[src/rtl/e203_rst_seq_if.sv]
// Handshake bundle for the reset sequencer: lock/pad/request inputs and the
// registered per-domain reset outputs with status.
interface e203_rst_seq_if #(
  parameter int N_CH = 4
);
  logic            pll_lock;
  logic            erst_n;
  logic            sw_rst_req;
  logic [N_CH-1:0] rst_n_out;
  logic            rst_done;
  logic [1:0]      rst_cause;

  modport master (
    output pll_lock, erst_n, sw_rst_req,
    input  rst_n_out, rst_done, rst_cause
  );

  modport slave (
    input  pll_lock, erst_n, sw_rst_req,
    output rst_n_out, rst_done, rst_cause
  );
endinterface

[src/rtl/e203_rst_seq.sv]
// Lock-qualified, debounced, multi-channel reset sequencer. Domains are
// released in ascending order after DLY cycles of qualified-good, spaced GAP
// cycles apart; any lock loss, external reset or software request drops all
// domains at once and restarts the sequence.
//
// state   | meaning
// --------+--------------------------------------------------------------
// S_HOLD  | all domains in reset, waiting for lock & filtered pad high
// S_WAIT  | initial delay running before channel 0 is released
// S_REL   | releasing channels 1..N_CH-1, one every GAP cycles
// S_RUN   | all domains released, rst_done high
module e203_rst_seq #(
  parameter int N_CH = 4,
  parameter int DLY  = 16,
  parameter int GAP  = 8,
  parameter int DBNC = 4
) (
  input  logic          clk,
  input  logic          rst,
  e203_rst_seq_if.slave bus
);

  localparam int MX01 = (DLY > GAP) ? DLY : GAP;
  localparam int MAXC = (MX01 > DBNC) ? MX01 : DBNC;
  localparam int CW   = $clog2(MAXC + 1);
  localparam int KW   = $clog2(N_CH + 1);

  typedef enum logic [1:0] {S_HOLD, S_WAIT, S_REL, S_RUN} state_t;

  state_t          state;
  logic            lock_m, lock_s;
  logic            erst_m, erst_s, erst_f;
  logic [CW-1:0]   db_cnt;
  logic [CW-1:0]   cnt;
  logic [KW-1:0]   ch;
  logic [N_CH-1:0] rst_n_q;
  logic            done_q;
  logic [1:0]      cause_q;
  logic            good;
  logic [1:0]      cause_code;
  logic            cause_any;

  // Two-flop synchronisers for the asynchronous lock and pad inputs.
  always_ff @(posedge clk) begin
    if (rst) begin
      lock_m <= 1'b0;
      lock_s <= 1'b0;
      erst_m <= 1'b0;
      erst_s <= 1'b0;
    end else begin
      lock_m <= bus.pll_lock;
      lock_s <= lock_m;
      erst_m <= bus.erst_n;
      erst_s <= erst_m;
    end
  end

  // Pad debounce: flip erst_f only after DBNC consecutive differing samples.
  always_ff @(posedge clk) begin
    if (rst) begin
      db_cnt <= '0;
      erst_f <= 1'b0;
    end else if (erst_s == erst_f) begin
      db_cnt <= '0;
    end else if (db_cnt == CW'(DBNC - 1)) begin
      db_cnt <= '0;
      erst_f <= erst_s;
    end else begin
      db_cnt <= db_cnt + 1'b1;
    end
  end

  // Qualification and priority-encoded reset cause (0 means none active).
  always_comb begin
    good       = lock_s & erst_f;
    cause_code = 2'd0;
    if (!lock_s)             cause_code = 2'd1;
    else if (!erst_f)        cause_code = 2'd2;
    else if (bus.sw_rst_req) cause_code = 2'd3;
  end

  assign cause_any = (cause_code != 2'd0);

  // Sequencing FSM; outputs are registered alongside the state.
  always_ff @(posedge clk) begin
    if (rst) begin
      state   <= S_HOLD;
      cnt     <= '0;
      ch      <= '0;
      rst_n_q <= '0;
      done_q  <= 1'b0;
      cause_q <= 2'd0;
    end else begin
      if (state != S_HOLD && cause_any) begin
        state   <= S_HOLD;
        cnt     <= '0;
        ch      <= '0;
        rst_n_q <= '0;
        done_q  <= 1'b0;
        cause_q <= cause_code;
      end else begin
        case (state)
          S_HOLD: begin
            if (good) begin
              state <= S_WAIT;
              cnt   <= '0;
            end
          end
          S_WAIT: begin
            if (cnt == CW'(DLY - 1)) begin
              cnt     <= '0;
              ch      <= KW'(1);
              rst_n_q <= N_CH'(1);
              if (N_CH == 1) begin
                state  <= S_RUN;
                done_q <= 1'b1;
              end else begin
                state <= S_REL;
              end
            end else begin
              cnt <= cnt + 1'b1;
            end
          end
          S_REL: begin
            if (cnt == CW'(GAP - 1)) begin
              cnt     <= '0;
              ch      <= ch + 1'b1;
              rst_n_q <= (rst_n_q << 1) | N_CH'(1);
              if (ch == KW'(N_CH - 1)) begin
                state  <= S_RUN;
                done_q <= 1'b1;
              end
            end else begin
              cnt <= cnt + 1'b1;
            end
          end
          S_RUN:   state <= S_RUN;
          default: state <= S_HOLD;
        endcase
      end
    end
  end

  assign bus.rst_n_out = rst_n_q;
  assign bus.rst_done  = done_q;
  assign bus.rst_cause = cause_q;

endmodule

[src/flat_wrapper.sv]
// flat-port wrapper written by rule: the top's interface ports become plain ports
module e203_rst_seq_flat 
#(
  parameter int N_CH = 4,
  parameter int DLY  = 16,
  parameter int GAP  = 8,
  parameter int DBNC = 4
)
  (clk, rst, bus_pll_lock, bus_erst_n, bus_sw_rst_req, bus_rst_n_out, bus_rst_done, bus_rst_cause);
  e203_rst_seq_if #(.N_CH(N_CH)) bus_i ();
  input  logic clk;
  input  logic rst;
  input wire logic [$bits(bus_i.pll_lock)-1:0] bus_pll_lock;
  input wire logic [$bits(bus_i.erst_n)-1:0] bus_erst_n;
  input wire logic [$bits(bus_i.sw_rst_req)-1:0] bus_sw_rst_req;
  output wire logic [$bits(bus_i.rst_n_out)-1:0] bus_rst_n_out;
  output wire logic [$bits(bus_i.rst_done)-1:0] bus_rst_done;
  output wire logic [$bits(bus_i.rst_cause)-1:0] bus_rst_cause;
  assign bus_i.pll_lock = bus_pll_lock;
  assign bus_i.erst_n = bus_erst_n;
  assign bus_i.sw_rst_req = bus_sw_rst_req;
  assign bus_rst_n_out = bus_i.rst_n_out;
  assign bus_rst_done = bus_i.rst_done;
  assign bus_rst_cause = bus_i.rst_cause;
  e203_rst_seq #(.N_CH(N_CH), .DLY(DLY), .GAP(GAP), .DBNC(DBNC)) u_core (.clk(clk), .rst(rst), .bus(bus_i));
endmodule
[config.mk]
export PLATFORM = sky130hd
export DESIGN_NAME = e203_rst_seq_flat
export DESIGN_NICKNAME = d
export VERILOG_FILES = /design/src/rtl/e203_rst_seq_if.sv /design/src/rtl/e203_rst_seq.sv /design/src/flat_wrapper.sv
export SDC_FILE = /design/constraint.sdc
export NUM_CORES = 1
export LEC_CHECK = 0
export CAP_MARGIN = 10
export CORE_UTILIZATION = 30
export DETAILED_ROUTE_END_ITERATION = 16
export PLACE_DENSITY = 0.43
export SLEW_MARGIN = 20
export SYNTH_ARGS = -nofsm -noshare
export SYNTH_HDL_FRONTEND = slang
export SYNTH_SLANG_ARGS = --single-unit
[constraint.sdc]
create_clock -name clk -period 3.5 [get_ports clk]
set_input_delay 0.525 -clock clk [delete_from_list [all_inputs] [get_ports clk]]
set_output_delay 0.525 -clock clk [all_outputs]
set_load 0.03 [all_outputs]
**Word level (Yosys, flattened, before mapping)**

Cells that the tools add are included.

- Output and inout bits: 7
- Bits of input ports: 5
- Register bits: 27

- Equality and inequality tests: 12
- $add $sub $neg: 3
- Bitwise operators: 2
- Muxes and demuxes: 18
- Reductions and logical operators: 13

Operator list:

| operator | number |
|---|---|
| two-way mux 5 bit | 3 |
| case mux 5 bit (3 select lines) | 1 |
| two-way mux 2 bit | 7 |
| adder 5 x 1 -> 5 bit (second input constant) | 2 |
| two-way mux 4 bit | 2 |
| inequality test 2 x 1 -> 1 bit (second input constant) | 4 |
| case mux 2 bit (4 select lines) | 1 |
| case mux 4 bit (2 select lines) | 1 |
| two-way mux 3 bit | 2 |
| case mux 3 bit (2 select lines) | 1 |
| AND reduction 3 bit | 2 |
| nonzero test 2 bit | 3 |
| == test 5 x 2 -> 1 bit (second input constant) | 1 |
| == test 5 x 3 -> 1 bit (second input constant) | 1 |
| == test 5 x 4 -> 1 bit (second input constant) | 1 |
| == test 2 bit (second input constant) | 2 |
| AND reduction 2 bit | 2 |
| AND reduction 4 bit | 1 |
| adder 3 x 1 -> 3 bit (second input constant) | 1 |
| == test 3 x 2 -> 1 bit (second input constant) | 1 |
| nonzero test 3 bit | 1 |
| OR reduction 3 bit | 1 |
| == test 2 x 1 -> 1 bit (second input constant) | 1 |
| zero test 2 bit | 1 |
| other kinds (5) | 5 |

**Logic depth before layout (Yosys ltp)**

Gate-level depths: netlist (run 1).

- Depth after elaboration: 6
- Mapped depth: 8
- Gate-level depth less buffers: 8

**Worst setup path after synthesis (run 1)**

Ideal clock, no wire load.

- Path type: flip-flop to flip-flop
- Start: register u_core.cnt[0]
- End: register u_core.cnt[2]
- Slack: 1,765 ps
- Arrival time: 1,660 ps
- Buffers on the path: 0
- Data required time: 3,426 ps
- Stages on the path, launching flop included: 9
- Cell sequence: dfxtp_1 ha_1 nand3_1 inv_1 ha_1 nor2b_1 o21ai_0 or4b_1 a31oi_1

- Longest elaborated chain between the ends: 3

Ends and longest elaborated chain:

| what | line | text |
|---|---|---|
| from (decl) | e203_rst_seq.sv:34 | `logic [CW-1:0] cnt;` |
| from (signal assigned) | e203_rst_seq.sv:121 | `cnt <= cnt + 1'b1;` |
| from (signal assigned) | e203_rst_seq.sv:134 | `cnt <= cnt + 1'b1;` |
| adder 5 x 1 -> 5 bit (tied with other cells) | e203_rst_seq.sv:121, e203_rst_seq.sv:134 |  |
| two-way mux 5 bit, on equally long branches | e203_rst_seq.sv:125, e203_rst_seq.sv:110 |  |
| case mux 5 bit (3 select lines) (*) | e203_rst_seq.sv:102 | `case (state)` |

Mark *: on every way between the ends. The rest lies on a longest branch, timed or not.
A chain may end at the register's enable or synchronous reset.

**Worst setup path after layout (run 1)**

Ends and elaborated chain as after synthesis.

==> impl_metrics.py, run 1 <==
metrics = {
    "route": {
        "dr.pass1.iters": 4,
        "antenna_violating_nets_remaining": 0,
        "vias_per_cell": 4.90,
        "routed-via-count": 985,
        "routed_wire_length_per_instance_microns": 12.2,
        "post-route-drc-count": 0,
        "initialDrtViolationCount": 20,
        "routed_wl_microns": 2450,
    },
    "logic_synthesis": {
        "netlist.area_leader.share_pct": 43.5,
        "syn-num-nets": 154,
        "synth.lib_cells_used.distinct": 38,
        "largest_family_of_logic_cells_by_synthesized_area": "simple AND/OR/NAND/NOR gates",
        "synth_top_cell_by_area": "dfxtp_1",
        "syn_area_sq_mm": 0.00124,
        "dominant_cells_by_area_after_synthesis": "dfxtp_1 44%, ha_1 10%, nor2_1 5.1%",
        "post_synthesis_sequential_area_ratio_pct": 43.5,
        "xor_and_xnor_area_share_after_synthesis_pct": 2.82,
        "syn-instance-count": 139,
        "synth_compound_gate_area_share_pct": 14.6,
        "yosysWarnings": 0,
        "synth.avg_cell_area_sq_um": 8.94,
        "ys_seq_elements": 27,
        "post_synth_fa_ha_maj_area_fraction_pct": 10.1,
        "mux_contribution_to_synthesized_area_pct": 0.806,
        "synth-simple-area-share_pct": 24.6,
    },
    "critical_path": {
        "start_kind": "flip-flop",
        "worst_path_maximum_fanout": 4,
        "worstSetupEndpointType": "flip-flop",
        "critPathArrivalTime_ns": 2.17,
        "worst-setup-path-type": "reg2reg",
        "worst_ep_required_time_ns": 3.70,
    },
    "clocking": {
        "post_cts_resized": 0,
        "cts-root-to-sink-buffers": 2,
        "number_of_sinks_driven_by_the_clock_tree": 27,
        "cts_buffers": 3,
        "postCtsSetupRepairBufs": 0,
        "clk_root_buffer_cell": "clkbuf_8",
        "cts_htree_levels": 1,
        "worstSkewPairLatency_ns": 0.27,
        "clk_pin_slew_worst_paths_ns": 0.09,
        "cts_hold_buf": 0,
        "cts_tree": "yes",
    },
    "finish": {
        "final_area_sq_mm": 0.00145,
        "mostFrequentLayoutCells": "27 x dfxtp_1, 17 x nor2_1, 11 x clkdlybuf4s50_1",
        "final_net_count": 167,
        "multi_input_comb_area_sq_um": 657,
        "insertedDiodeCount": 0,
        "drive_gt1_share_pct": 5.96,
        "mostFrequentLayoutCell": "dfxtp_1",
        "postLayoutCoreUtil_pct": 36.3,
        "area_delta_synth_final_pct": 16.7,
        "nFillCells": 412,
        "ff_latch_area_sq_um": 541,
    },
    "global_routing": {
        "grt_antenna_before_repair": 0,
        "grt_pass1_wl_microns": 4030,
        "globalRoute.totalOverflow": 0,
        "via_count_of_the_first_global_routing_pass": 908,
        "gr-usage-all-layers_pct": 12.0,
        "grt_max_degree": 18,
    },
    "timing": {
        "finalCriticalPeriod_ns": 1.98,
        "min_period_over_period_pct": 56.5,
        "timing.final.setup_violations": 0,
        "worstMarginPinSlew_ns": 0.566,
        "relSlewSlack_pct": 62.3,
        "maxSlewViolCount": 0,
        "totalNegativeSetupSlack_ns": 0,
        "grt_setup_unrepaired": "no",
        "finalHoldViolCount": 0,
        "fin_worst_skew_ns": 0.00235,
        "max_clk_rate_ghz": 0.505,
    },
    "power": {
        "power.density_cell_area_mw_per_mm2": 633,
        "worst_ir_drop_vdd_mv": 0.300,
        "report.power.total_uw": 918,
        "power.static_leakage_nw": 0.542,
    },
    "placed_design": {
        "gp_congestion": 0.678,
        "placement.io_buffers": 11,
        "dpl.hpwl_microns": 1810,
        "placement.cell_area_sq_mm": 0.00140,
    },
    "die": {
        "core_sq_mm": 0.00400,
        "io_pins": 12,
        "fp.dieArea_sq_mm": 0.00440,
        "fp.dieH_microns": 66.4,
        "die_w_microns": 66.4,
        "rows": 23,
        "initial_utilization_pct": 31.1,
    },
    "run": {
        "max_cap_violations": 0,
    },
    "run_status": {
        "run_status": "finished clean",
    },
    "hold_path": {
        "holdCritPathClass": "reg2reg",
    },
}
[routing by layer]
| layer | part of all wire [%] | track usage [%] | wire (microns) | up-vias |
|---|---|---|---|---|
| met5 | 0 | 0 | 0 | - |
| met4 | 1.7 | 3.72 | 41 | 0 |
| met3 | 3.5 | 3.62 | 85 | 4 |
| met2 | 51 | 22.1 | 1240 | 16 |
| met1 | 44 | 13.1 | 1080 | 461 |
| li1 | - | - | - | 504 |
[Yosys cell counts]
cell type / n
a211oi_1: 1
a21boi_0: 1
a21o_1: 1
a21oi_1: 10
a21oi_2: 1
a22oi_1: 1
a311oi_1: 1
a31oi_1: 2
a32oi_1: 1
and2_1: 1
and3_1: 2
and4bb_2: 1
clkbuf_1: 3
dfxtp_1: 27
ha_1: 10
inv_1: 9
mux2i_1: 1
nand2_1: 9
nand2b_1: 2
nand3_1: 8
nand3b_1: 2
nor2_1: 17
nor2b_1: 6
nor3_1: 2
nor4b_1: 1
o211a_1: 1
o211ai_1: 1
o211ai_2: 1
o21ai_0: 2
o31ai_1: 3
or2_1: 1
or2_2: 1
or3_1: 1
or3b_2: 1
or4_1: 2
or4b_1: 1
xnor2_1: 1
xor2_1: 3
[through the flow]
stage / setup slack [ns] / std cells / hold WS [ns]
after floorplan: 1.77 / 139 / 0.414
after global placement: 1.28 / 197 / 0.431
final: 1.52 / 201 / 0.444
after global routing: 1.32 / 201 / 0.462
after CTS: 1.50 / 201 / 0.454
after detailed placement: 1.21 / 197 / 0.423
[cell type report]
class	instances	share of cell area [%]
clock buffer	3	2.85
clock inverter	1	0.345
inverter	9	2.33
multi-input combinational	100	45.3
sequential	27	37.3
tap	50	4.31
timing repair buffer	11	7.59
[critical path, stage by stage, from the launching register on]
cell and delay (ns):
dfxtp_1 0.35, ha_1 0.24, nand3_1 0.12, inv_1 0.05
ha_1 0.18, nor2b_1 0.19, o21ai_0 0.12, or4b_1 0.48
a31oi_1 0.18
[sequential cells by signal, indices dropped and copies added (netlist names)]
register,count
u_core.cnt,5
u_core.db_cnt,5
u_core.bus.rst_n_out,4
u_core.ch,3
u_core.bus.rst_cause,2
u_core.state,2
u_core.bus.rst_done,1
u_core.erst_f,1
u_core.erst_m,1
u_core.erst_s,1
u_core.lock_m,1
u_core.lock_s,1
[logic make-up after synthesis]
family | after synthesis
flops | 27
mux | 1
compound gates | 27
xor+xnor | 4
buf+inv | 12
fa+ha+maj | 10
simple gates | 58
[power by group]
group / switching (mW) / leakage [nW] / total (mW) / internal [mW]
logic: 0.253 / 0.298 / 0.382 / 0.128
registers: 0.0197 / 0.219 / 0.360 / 0.341
clock network: 0.0958 / 0.0255 / 0.176 / 0.0797
[final timing paths]
kind,from,endpoint,slack [ns],cells after the start
max,u_core.cnt[0],u_core.cnt[2],1.52,8
min,u_core.erst_m,u_core.erst_s,0.44,1
max reg2reg,u_core.cnt[0],u_core.cnt[2],1.52,8
min reg2reg,u_core.erst_m,u_core.erst_s,0.44,1
No activity file was read; power rests on OpenSTA's default activity.
==> run 2: changes to the inputs <==
- clock period: 3.5 -> 1.9 ns (I/O delays scaled with it)
==> impl_metrics.py, run 2 (synthesized netlist as in run 1, its figures left out) <==
metrics = {
    "global_routing": {
        "gr-usage-all-layers_pct": 11.8,
        "globalRoute.totalOverflow": 0,
        "grt_pass1_wl_microns": 4000,
        "via_count_of_the_first_global_routing_pass": 928,
        "grt_antenna_before_repair": 0,
        "grt_max_degree": 17,
    },
    "route": {
        "routed-via-count": 1002,
        "routed_wl_microns": 2410,
        "antenna_violating_nets_remaining": 0,
        "routed_wire_length_per_instance_microns": 11.7,
        "vias_per_cell": 4.86,
        "dr.pass1.iters": 4,
        "initialDrtViolationCount": 16,
        "post-route-drc-count": 0,
    },
    "finish": {
        "insertedDiodeCount": 0,
        "mostFrequentLayoutCells": "26 x dfxtp_1, 17 x nor2_1, 11 x clkdlybuf4s50_1",
        "drive_gt1_share_pct": 14.1,
        "multi_input_comb_area_sq_um": 687,
        "ff_latch_area_sq_um": 542,
        "area_delta_synth_final_pct": 22.5,
        "final_net_count": 172,
        "mostFrequentLayoutCell": "dfxtp_1",
        "nFillCells": 417,
        "stdcell_count": 206,
    },
    "power": {
        "report.power.total_mw": 1.82,
        "reported_net_switching_power_uw": 707,
        "power.density_cell_area_mw_per_mm2": 1200,
        "sw_frac_of_total_pct": 38.8,
        "p_int_mw": 1.12,
        "pwr-share-seq_pct": 36.5,
        "clock_power_share_pct": 18.4,
        "worst_ir_drop_vdd_mv": 0.538,
        "power.share.combinational_pct": 45.1,
        "power.static_leakage_nw": 0.551,
    },
    "run_status": {
        "run_status": "finished clean",
    },
    "clocking": {
        "worstSkewPairLatency_ns": 0.27,
        "cts_tree": "yes",
        "cts_hold_buf": 0,
        "postCtsSetupRepairBufs": 0,
        "cts_buffers": 3,
        "cts-root-to-sink-buffers": 2,
        "number_of_sinks_driven_by_the_clock_tree": 27,
        "clk_root_buffer_cell": "clkbuf_8",
        "cts_htree_levels": 1,
        "clk_pin_slew_worst_paths_ns": 0.10,
    },
    "critical_path": {
        "critPathArrivalTime_ns": 2.00,
        "crit_slowest_cell": "dfxtp_1",
        "worst_ep_required_time_ns": 2.11,
        "critical-path-top-delay-family": "simple AND/OR/NAND/NOR gates",
        "path_common_cell": "ha_2",
        "start_kind": "flip-flop",
        "timing.critical_path.buf_inv": 1,
        "max_stage_delay_ns": 0.38,
        "worst-setup-path-type": "reg2reg",
        "crit_path_cell_trace": "ha_2, nand3_2, inv_1, ha_2, nand2b_1, o211ai_2, or3_1, a21oi_1",
        "worstSetupEndpointType": "flip-flop",
        "worst_path_maximum_fanout": 4,
    },
    "placed_design": {
        "gp_congestion": 0.690,
        "placement.io_buffers": 11,
        "placed_cells_incl_taps": 202,
        "dpl.hpwl_microns": 1810,
    },
    "hold_path": {
        "holdCritPathClass": "reg2reg",
    },
    "run": {
        "max_cap_violations": 0,
    },
    "timing": {
        "worstMarginPinSlew_ns": 0.414,
        "maxSlewViolCount": 0,
        "fin_worst_skew_ns": 0.00408,
        "relSlewSlack_pct": 72.0,
        "timing.final.setup_violations": 0,
        "finalHoldViolCount": 0,
        "totalNegativeSetupSlack_ns": 0,
        "fin_worst_hold_slack_ns": 0.449,
        "max_clk_rate_ghz": 0.559,
        "finalCriticalPeriod_ns": 1.79,
        "min_period_over_period_pct": 94.1,
    },
    "die": {
        "initial_utilization_pct": 31.1,
        "io_pins": 12,
        "die_w_microns": 66.4,
        "fp.dieArea_sq_mm": 0.00440,
        "core_sq_mm": 0.00400,
        "rows": 23,
        "fp.dieH_microns": 66.4,
    },
}
[run 2: area by class of cell]
| type | instances | area share (%) |
|---|---|---|
| timing repair buffer | 16 | 9.70 |
| clock buffer | 3 | 2.71 |
| clock inverter | 1 | 0.493 |
| sequential | 27 | 35.6 |
| multi-input combinational | 100 | 45.1 |
| tap | 50 | 4.11 |
| inverter | 9 | 2.22 |
[run 2: path summary, 6_finish.rpt]
kind,from,endpoint,slack [ns],cells past startpoint
hold / removal,u_core.erst_m,u_core.erst_s,0.45,1
setup / recovery,u_core.cnt[1],u_core.ch[2],0.11,8
hold reg to reg,u_core.erst_m,u_core.erst_s,0.45,1
setup reg to reg,u_core.cnt[1],u_core.ch[2],0.11,8
[run 2: layer usage]
metal | vias up | global-route usage (%) | wire length, microns
met3 | 2 | 1.55 | 66
met2 | 13 | 20.7 | 1170
met1 | 468 | 15.0 | 1170
li1 | 519 | - | -
met4 | 0 | 3.19 | 10
met5 | - | 0 | 0
[run 2: power groups by stage]
stage / registers (mW) / clock network [mW] / logic (mW)
after floorplan: 0.724 / 0 / 0.457
after global placement: 0.678 / 0 / 0.776
after global routing: 0.674 / 0.378 / 0.905
after CTS: 0.667 / 0.359 / 0.781
final: 0.666 / 0.336 / 0.822
after detailed placement: 0.679 / 0 / 0.778
[run 2: repair_timing]
item	in CTS	in global routing
resized for setup	1	9
hold endpoints to repair	0	0
pin swaps	0	2
setup endpoints to repair	1	9
[run 2: per-stage QoR]
stage / setup slack (ns) / instance area [sq um] / util [%]
floorplan: 0.165 / 1240 / -
global placement: 0.0726 / 1440 / 36.0
detailed placement: -0.00276 / 1440 / 36.0
CTS: 0.0233 / 1490 / 37.3
global route: -0.0160 / 1520 / 38.0
finish: 0.112 / 1520 / 38.0
